<file path="src/rtl/cpu_pkg.sv">
// Shared RV32I control encodings: ALU ops, immediate formats, opcodes and controller states.
// The datapath and the multicycle controller import these so both sides agree on every code.
package cpu_pkg;

   typedef enum logic [3:0] {
      ALU_ADD   = 4'd0,
      ALU_SUB   = 4'd1,
      ALU_SLL   = 4'd2,
      ALU_SLT   = 4'd3,
      ALU_SLTU  = 4'd4,
      ALU_XOR   = 4'd5,
      ALU_SRL   = 4'd6,
      ALU_SRA   = 4'd7,
      ALU_OR    = 4'd8,
      ALU_AND   = 4'd9,
      ALU_BPASS = 4'd10
   } alu_op_t;

   typedef enum logic [2:0] {
      EXT_ADDI = 3'd0,
      EXT_SLLI = 3'd1,
      EXT_SW   = 3'd2,
      EXT_LUI  = 3'd3
   } sign_extend_t;

   typedef enum logic [6:0] {
      OP_LOAD  = 7'b0000011,
      OP_IMM   = 7'b0010011,
      OP_STORE = 7'b0100011,
      OP_REG   = 7'b0110011,
      OP_LUI   = 7'b0110111
   } opcode_t;

   typedef enum logic [3:0] {
      S_IDLE      = 4'd0,
      S_FETCH     = 4'd1,
      S_DECODE    = 4'd2,
      S_EXECUTE   = 4'd3,
      S_ALU_WB    = 4'd4,
      S_MEM_READ  = 4'd5,
      S_MEM_WB    = 4'd6,
      S_MEM_WRITE = 4'd7,
      S_HALT      = 4'd8
   } ctrl_state_t;

   typedef enum logic [1:0] {
      FAULT_NONE    = 2'd0,
      FAULT_ILLEGAL = 2'd1,
      FAULT_TIMEOUT = 2'd2
   } fault_t;

   typedef struct packed {
      alu_op_t      op;
      sign_extend_t ext;
      logic         src_b;
   } alu_ctrl_t;

   function automatic logic opcode_legal(input logic [6:0] opc);
      return (opc == OP_REG) || (opc == OP_IMM) || (opc == OP_LUI) ||
             (opc == OP_LOAD) || (opc == OP_STORE);
   endfunction

   // Reserved funct7 patterns fall back to ADD rather than trapping.
   function automatic alu_ctrl_t alu_decode(input logic [31:0] instr);
      alu_ctrl_t  c;
      logic [2:0] f3;
      logic [6:0] f7;
      f3      = instr[14:12];
      f7      = instr[31:25];
      c.op    = ALU_ADD;
      c.ext   = EXT_ADDI;
      c.src_b = 1'b1;
      case (instr[6:0])
         OP_REG: begin
            c.src_b = 1'b0;
            if (f7 == 7'h00) begin
               case (f3)
                  3'd0: c.op = ALU_ADD;
                  3'd1: c.op = ALU_SLL;
                  3'd2: c.op = ALU_SLT;
                  3'd3: c.op = ALU_SLTU;
                  3'd4: c.op = ALU_XOR;
                  3'd5: c.op = ALU_SRL;
                  3'd6: c.op = ALU_OR;
                  3'd7: c.op = ALU_AND;
               endcase
            end else if (f7 == 7'h20) begin
               if (f3 == 3'd0)      c.op = ALU_SUB;
               else if (f3 == 3'd5) c.op = ALU_SRA;
            end
         end
         OP_IMM: begin
            case (f3)
               3'd0: c.op = ALU_ADD;
               3'd1: begin
                  c.ext = EXT_SLLI;
                  if (f7 == 7'h00) c.op = ALU_SLL;
               end
               3'd2: c.op = ALU_SLT;
               3'd3: c.op = ALU_SLTU;
               3'd4: c.op = ALU_XOR;
               3'd5: begin
                  c.ext = EXT_SLLI;
                  if (f7 == 7'h00)      c.op = ALU_SRL;
                  else if (f7 == 7'h20) c.op = ALU_SRA;
               end
               3'd6: c.op = ALU_OR;
               3'd7: c.op = ALU_AND;
            endcase
         end
         OP_LUI: begin
            c.op  = ALU_BPASS;
            c.ext = EXT_LUI;
         end
         OP_STORE: c.ext = EXT_SW;
         default: ;
      endcase
      return c;
   endfunction

endpackage

</file>
<file path="src/rtl/mem_wait_timer.sv">
// Memory wait-state counter; combinational timeout once MEM_TIMEOUT waits have elapsed and the
// request is still unanswered. A ready in the terminal cycle suppresses the timeout.
module mem_wait_timer #(
   parameter int MEM_TIMEOUT = 16
) (
   input  logic clk,
   input  logic reset,
   input  logic req,
   input  logic ready,
   input  logic clear,
   output logic timeout
);

   generate
      if (MEM_TIMEOUT > 0) begin : g_timer
         localparam int CW = $clog2(MEM_TIMEOUT + 1);
         logic [CW-1:0] count;

         always_ff @(posedge clk or negedge reset) begin
            if (!reset)                      count <= '0;
            else if (!req || ready || clear) count <= '0;
            else                             count <= count + 1'b1;
         end

         assign timeout = req && !ready && (count == CW'(MEM_TIMEOUT));
      end else begin : g_no_timer
         assign timeout = 1'b0;
      end
   endgenerate

endmodule

</file>
<file path="src/rtl/multicycle_controller.sv">
// RV32I multicycle control FSM on one shared memory port: 4 cycles ALU/store, 5 load, +1 per wait.
// Requests hold stable until mem_ready; MULTICYCLE_CONTROLLER_PERF_EN adds cycle/instret counters.
module multicycle_controller
   import cpu_pkg::*;
#(
   parameter int MEM_TIMEOUT = 16
) (
   input  logic        clk,
   input  logic        reset,
   input  logic        run,
   input  logic [31:0] instr,
   input  logic        mem_ready,
   output logic        mem_req,
   output logic        mem_we,
   output logic        adr_src,
   output logic        ir_write,
   output logic        pc_write,
   output logic        reg_write,
   output logic        alu_src_b,
   output logic        result_src,
   output logic [3:0]  alu_op,
   output logic [2:0]  sign_extend_type,
   output logic        busy,
   output logic        halted,
   output logic [1:0]  fault
`ifdef MULTICYCLE_CONTROLLER_PERF_EN
   ,
   output logic [31:0] cycle_count,
   output logic [31:0] instret_count
`endif
);

   ctrl_state_t state, state_next;
   fault_t      fault_q;
   alu_ctrl_t   ctrl;
   logic        timeout;

   assign ctrl = alu_decode(instr);

   mem_wait_timer #(.MEM_TIMEOUT(MEM_TIMEOUT)) u_timer (
      .clk     (clk),
      .reset   (reset),
      .req     (mem_req),
      .ready   (mem_ready),
      .clear   (state_next != state),
      .timeout (timeout)
   );

   always_ff @(posedge clk or negedge reset) begin
      if (!reset) state <= S_IDLE;
      else        state <= state_next;
   end

   always_comb begin
      state_next = state;
      case (state)
         S_IDLE:      if (run) state_next = S_FETCH;
         S_FETCH: begin
            if (mem_ready)    state_next = S_DECODE;
            else if (timeout) state_next = S_HALT;
         end
         S_DECODE:    state_next = opcode_legal(instr[6:0]) ? S_EXECUTE : S_HALT;
         S_EXECUTE: begin
            case (instr[6:0])
               OP_LOAD:  state_next = S_MEM_READ;
               OP_STORE: state_next = S_MEM_WRITE;
               default:  state_next = S_ALU_WB;
            endcase
         end
         S_ALU_WB,
         S_MEM_WB:    state_next = run ? S_FETCH : S_IDLE;
         S_MEM_READ: begin
            if (mem_ready)    state_next = S_MEM_WB;
            else if (timeout) state_next = S_HALT;
         end
         S_MEM_WRITE: begin
            if (mem_ready)    state_next = run ? S_FETCH : S_IDLE;
            else if (timeout) state_next = S_HALT;
         end
         S_HALT:      state_next = S_HALT;
         default:     state_next = S_IDLE;
      endcase
   end

   // Decoded ALU controls stay on from EXECUTE until the instruction retires.
   always_comb begin
      mem_req          = 1'b0;
      mem_we           = 1'b0;
      adr_src          = 1'b0;
      ir_write         = 1'b0;
      pc_write         = 1'b0;
      reg_write        = 1'b0;
      alu_src_b        = 1'b0;
      result_src       = 1'b0;
      alu_op           = ALU_ADD;
      sign_extend_type = EXT_ADDI;
      busy             = (state != S_IDLE) && (state != S_HALT);
      halted           = (state == S_HALT);
      if ((state == S_EXECUTE) || (state == S_ALU_WB) || (state == S_MEM_READ) ||
          (state == S_MEM_WB) || (state == S_MEM_WRITE)) begin
         alu_op           = ctrl.op;
         sign_extend_type = ctrl.ext;
         alu_src_b        = ctrl.src_b;
      end
      case (state)
         S_FETCH: begin
            mem_req  = 1'b1;
            ir_write = mem_ready;
            pc_write = mem_ready;
         end
         S_ALU_WB:   reg_write = 1'b1;
         S_MEM_READ: begin
            mem_req = 1'b1;
            adr_src = 1'b1;
         end
         S_MEM_WB: begin
            reg_write  = 1'b1;
            result_src = 1'b1;
         end
         S_MEM_WRITE: begin
            mem_req = 1'b1;
            mem_we  = 1'b1;
            adr_src = 1'b1;
         end
         default: ;
      endcase
   end

   always_ff @(posedge clk or negedge reset) begin
      if (!reset)
         fault_q <= FAULT_NONE;
      else if ((state == S_DECODE) && !opcode_legal(instr[6:0]))
         fault_q <= FAULT_ILLEGAL;
      else if (timeout && (state_next == S_HALT))
         fault_q <= FAULT_TIMEOUT;
   end

   assign fault = fault_q;

`ifdef MULTICYCLE_CONTROLLER_PERF_EN
   logic retire;
   assign retire = (state == S_ALU_WB) || (state == S_MEM_WB) ||
                   ((state == S_MEM_WRITE) && mem_ready);

   always_ff @(posedge clk or negedge reset) begin
      if (!reset) begin
         cycle_count   <= '0;
         instret_count <= '0;
      end else begin
         if (busy)   cycle_count   <= cycle_count + 32'd1;
         if (retire) instret_count <= instret_count + 32'd1;
      end
   end
`endif

endmodule
</file>
<file path="config.mk">
export PLATFORM = sky130hd
export DESIGN_NAME = multicycle_controller
export DESIGN_NICKNAME = d
export VERILOG_FILES = /design/src/rtl/cpu_pkg.sv /design/src/rtl/mem_wait_timer.sv /design/src/rtl/multicycle_controller.sv
export SDC_FILE = /design/constraint.sdc
export NUM_CORES = 1
export LEC_CHECK = 0
export CORE_ASPECT_RATIO = 0.9
export CORE_MARGIN = 2
export CORE_UTILIZATION = 40
export CTS_CLUSTER_DIAMETER = 120
export DETAILED_ROUTE_END_ITERATION = 10
export PLACE_DENSITY = 0.78
export SKIP_LAST_GASP = 1
export SLEW_MARGIN = 20
export SYNTH_ARGS = -nofsm -noshare
export SYNTH_HDL_FRONTEND = slang
export SYNTH_HIERARCHICAL = 1
export SYNTH_SLANG_ARGS = --single-unit
</file>
<file path="constraint.sdc">
create_clock -name clk -period 3.3 [get_ports clk]
set_input_delay 0.825 -clock clk [delete_from_list [all_inputs] [get_ports clk]]
set_output_delay 0.825 -clock clk [all_outputs]
set_load 0.01 [all_outputs]
</file>
==> results of run 1 <==
-- worst max-delay path, cell delays in order --
cell             delay [ns]
clkdlybuf4s50_1        0.43
nor4_2                 0.18
and3_1                 0.27
nand2_1                0.07
a311o_1                0.37
a21boi_2               0.14
buf_2                  0.14
-- layer usage --
metal	wire [microns]	global-route usage, %
met5	0	0
met4	27	5.59
met3	246	5.62
met2	1720	34.9
met1	1510	30.1
-- stage by stage --
stage	cell area (sq um)	util (%)	worst slack [ns]	hold WS (ns)
final	1800	64.9	0.0527	0.479
after global routing	1800	64.9	0.00891	0.524
after CTS	1760	63.6	0.00819	0.485
after detailed placement	1720	62.1	-0.697	0.467
after global placement	1720	62.1	-0.646	0.461
after floorplan	1170	-	0.239	0.448
-- timing repair --
item / 4_1_cts / 5_1_grt
gates resized for setup: 27 / 20
pin swaps: 7 / 7
endpoints found under the setup margin: 6 / 12
buffers inserted: 2 / 0
-- final timing paths --
check | start | end | cells after the start
hold / removal | fault[0] | fault[0] | 2
setup reg to reg | state[3] | u_timer/g_timer.count[0] | 11
hold reg to reg | fault[0] | fault[0] | 2
max in group asynchronous | reset | state[3] | 1
setup / recovery | instr[26] | alu_op[0] | 7
min in group asynchronous | reset | u_timer/g_timer.count[1] | 1
-- kinds of logic after synthesis --
| kind of cell | count (synthesis) | synth area share, % |
|---|---|---|
| mux | 4 | 3.64 |
| other cells | 1 | 0.321 |
| xor+xnor | 2 | 1.50 |
| fa+ha+maj | 6 | 6.42 |
| compound gates | 36 | 21.0 |
| simple gates | 75 | 35.8 |
| buf+inv | 22 | 7.81 |
| flops | 11 | 23.5 |
-- final cells by class --
class                           count  area, sq um
Tap cell                           40         50.0
Fill cell                         243          973
Timing Repair Buffer               63          543
Clock buffer                        4         26.3
Multi-Input combinational cell    124          865
Inverter                           10         37.5
Sequential cell                    11          275
-- power by group --
| part | internal [uW] | switching (uW) |
|---|---|---|
| Combinational | 244 | 243 |
| Sequential | 166 | 44.2 |
| Clock | 47.0 | 49.7 |
-- cells in the final DEF, fill, tap and decap left out, types with 4 or more instances in the layout --
cell              n
dfrtp_1          11
dlymetal6s2s_1    4
clkdlybuf4s50_1  22
nor2_1           20
nand3_1           5
a21oi_1          10
ha_1              4
inv_1             8
clkbuf_2          4
dlygate4sd2_1     4
nand2b_1          4
nor3b_1           4
o21ai_0           6
nand2_1          13
buf_4            25
-- sequential cells by signal, summed over array words and instances (netlist names) --
name	count
u_timer/g_timer.count	5
state	4
fault	2
==> impl_metrics.yaml, run 1 <==
grt:
  grt_max_degree: 13
  grt-ovfl-total: 0
  grt_pass1_wl_mm: 5.80
  grt_pass1_vias: 1332
  antenna_found_initial: 0
  grt.total_usage_pct: 22.2
clocking:
  htreeDepth: 1
  cts_hold_buf: 0
  worstSkewPairLatency_ns: 0.28
  cts_made_buffers: 3
  clock_sinks: 11
  clk_path_buf_depth: 2
  cts_tree: "done"
  clkSlewWorstSetupHoldPaths_ns: 0.07
  clock-root-buffer: "clkbuf_4"
sta:
  setup_tns_ns: 0
  setup_viol: 0
  slew_headroom_pct: 63.5
  skew_ns: 0.00757
  rsz0062_at_grt: "false"
  max_freq_mhz: 308
  hold_violations: 0
  slew_viol_final: 0
  fin_crit_sh_pct: 98.4
  max_slew.worst_pin.slew_ns: 0.540
  min_period_ns: 3.25
route:
  first_pass_iters: 4
  ant_nets: 0
  wl_per_cell_microns: 13.9
  post-route-drc-count: 0
  drt_iter0_markers: 64
  via_count: 1383
  vias_per_cell: 5.49
  wl_mm: 3.51
synth:
  netlist_area_sq_mm: 0.00117
  synth_top_area_cell: "dfrtp_1"
  synth_commonest_cells: "nor2_1 (21), nand2_1 (13), a21oi_1 (11), dfrtp_1 (11), inv_1 (10)"
  synth_top_area_share_pct: 23.5
  async_flop_share_pct: 100
  ys.flop_type: "dfrtp_1"
  ys_types: 52
  synth_area_leaders: "dfrtp_1 (24%), nor2_1 (6.7%), ha_1 (6.4%)"
  yosysSeqAreaShare_pct: 23.5
  synth.avg_cell_area_sq_um: 7.45
  synth_nets: 199
  synth_edf_count: 0
  ys_warn_count: 6
  syn_inst: 157
  synth-seq-cells: 11
  yosysMostFrequentCell: "nor2_1"
outcome:
  run_status: "complete, no violations"
floorplanning:
  design.portCount: 55
  core_area_sq_mm: 0.00277
  die-area_sq_mm: 0.00337
  rows: 18
  die_w_microns: 61.0
  initial_core_util_pct: 42.2
  chipHeight_microns: 55.3
power_and_ir_drop:
  total_power_uw: 794
  powerDensity_mw_per_mm2: 442
  p_leak_uw: 0.000776
  vdd_drop_max_mv: 0.275
worst_setup_path:
  required_ns: 2.47
  path_class: "input pin to output port"
  crit_arrival_ns: 2.42
  cp_max_fo: 3
  critPathCaptureType: "output port"
  rrSetupSlack_ns: 0.38
  startpoint_type: "input pin"
place:
  dpl.cell_count: 246
  place_congestion: 0.907
  portBuffers: 38
  dp_hpwl_mm: 2.72
finish:
  layout.nets: 255
  area_growth_pct: 53.6
  fin_cells: 252
  drive_gt1_share_pct: 24.5
  antenna_cells: 0
job:
  max-cap-violations: 0
worst_hold_path:
  min_path_type: "flop to flop"
Power figures use the tool's default switching activity.
==> run 2, diff against run 1 <==
--- a/config.mk
+++ b/config.mk
@@ -10,6 +10,7 @@
 export CORE_UTILIZATION = 40
 export CTS_CLUSTER_DIAMETER = 120
 export DETAILED_ROUTE_END_ITERATION = 10
+export GPL_TIMING_DRIVEN = 0
 export PLACE_DENSITY = 0.78
 export SKIP_LAST_GASP = 1
 export SLEW_MARGIN = 20
==> impl_metrics.yaml, run 2 (synthesis gave the netlist of run 1 again) <==
outcome:
  run_status: "complete, no violations"
clocking:
  clock-root-buffer: "clkbuf_4"
  clkSlewWorstSetupHoldPaths_ns: 0.06
  htreeDepth: 1
  cts_made_buffers: 3
  cts_hold_buf: 0
  worstSkewPairLatency_ns: 0.28
  cts_tree: "done"
  clk_path_buf_depth: 2
  clock_sinks: 11
finish:
  fin_cells: 239
  mostFrequentLayoutCell: "nor2_1"
  final_cell_mix: "nor2_1 (20), clkdlybuf4s50_1 (17), nand2_1 (13)"
  utilization_pct: 61.7
  top_register: "u_timer/g_timer.count"
  antenna_cells: 0
  largest_register_ffs: 5
  drive_gt1_share_pct: 20.6
  layout.nets: 242
  area_growth_pct: 46.0
worst_setup_path:
  path_class: "input pin to output port"
  r2r_cells: 12
  cpMaxStageDelayCell: "or4_4"
  path_delay_family: "simple AND/OR/NAND/NOR gates"
  worst-path-stages: 7
  path_cells: "clkbuf_2, and4bb_4, nand2_4, or4_4, a311o_1, a21boi_2, buf_2"
  crit_arrival_ns: 2.46
  critPathCaptureType: "output port"
  required_ns: 2.47
  critPathBufInv: 2
  cp_slowest_stage_delay_ns: 0.49
  cp_max_fo: 4
  startpoint_type: "input pin"
grt:
  grt_pass1_wl_mm: 5.56
  grt-ovfl-total: 0
  antenna_found_initial: 0
  grt_pass1_vias: 1298
  grt_max_degree: 12
  grt.total_usage_pct: 21.2
route:
  wl_mm: 3.66
  post-route-drc-count: 0
  first_pass_iters: 4
  wl_per_cell_microns: 15.3
  vias_per_cell: 5.70
  ant_nets: 0
  via_count: 1362
  drt_iter0_markers: 106
floorplanning:
  die-area_sq_mm: 0.00337
  rows: 18
  die_w_microns: 61.0
  core_area_sq_mm: 0.00277
  chipHeight_microns: 55.3
  design.portCount: 55
  initial_core_util_pct: 42.2
power_and_ir_drop:
  vdd_drop_max_mv: 0.293
  p_leak_uw: 0.000713
  powerDensity_mw_per_mm2: 464
sta:
  hold_violations: 0
  min_period_ns: 3.28
  slew_viol_final: 0
  setup_tns_ns: 0
  slew_headroom_pct: 65.5
  max_freq_mhz: 304
  fin_crit_sh_pct: 99.5
  layout_setup_ws_ns: 0.0155
  setup_viol: 0
  skew_ns: 0.0125
  max_slew.worst_pin.slew_ns: 0.516
  rsz0062_at_grt: "true"
place:
  dpl.cell_count: 232
  place_congestion: 0.902
  dp_slack_ns: -0.764
  portBuffers: 35
  dp_hpwl_mm: 2.54
worst_hold_path:
  whs_path_depth: 2
  min_path_type: "flop to flop"
job:
  max-cap-violations: 0
## run 2: per-stage QoR
stage,cell area [sq um],hold slack (ns),total power [uW]
6_report,1710,0.484,792
5_1_grt,1710,0.498,851
4_1_cts,1650,0.496,766
3_5_place_dp,1570,0.481,660
3_3_place_gp,1570,0.461,647
2_1_floorplan,1170,0.448,474
## run 2: routing by layer
metal	GRT usage (%)	share of wire, %	wire length (microns)
met1	28.3	41	1490
met2	33.8	50	1820
met3	4.22	8.3	304
met4	6.52	1.3	46
met5	0	0	0
## run 2: area by class of cell
class	instances	area (sq um)
Clock buffer	4	26.3
Buffer	11	55.1
Fill cell	257	1060
Inverter	10	37.5
Timing Repair Buffer	39	348
Sequential cell	11	275
Tap cell	40	50.0
Multi-Input combinational cell	124	916
## run 2: power breakdown
group | internal [uW] | switching, uW
clock network | 46.9 | 48.8
logic | 229 | 275
registers | 166 | 25.5
total | 443 | 350
## run 2: worst reg2reg max path, stage by stage, from the launching register on
cell      delay, ns
dfrtp_1        0.41
clkbuf_1       0.37
nor2b_2        0.33
nor2_4         0.08
nand4b_1       0.15
nor3_4         0.07
nor4b_1        0.45
o31ai_1        0.12
o41a_1         0.15
mux2i_1        0.22
a21oi_2        0.09
or3b_4         0.42
nor2_1         0.10
## run 2: repair_timing
action,in CTS,in global routing
setup buffers,3,1
gates resized for setup,39,26
pin swaps,9,6
endpoints found under the setup margin,12,8
## run 2: final timing paths
kind                       startpoint                  endpoint  slack, ns
setup reg to reg             state[1]  u_timer/g_timer.count[0]       0.26
setup / recovery             instr[6]                 alu_op[0]       0.02
hold reg to reg              fault[0]                  fault[0]       0.48
hold / removal               fault[0]                  fault[0]       0.48
min in group asynchronous       reset  u_timer/g_timer.count[3]       0.88
max in group asynchronous       reset                  fault[0]       2.06
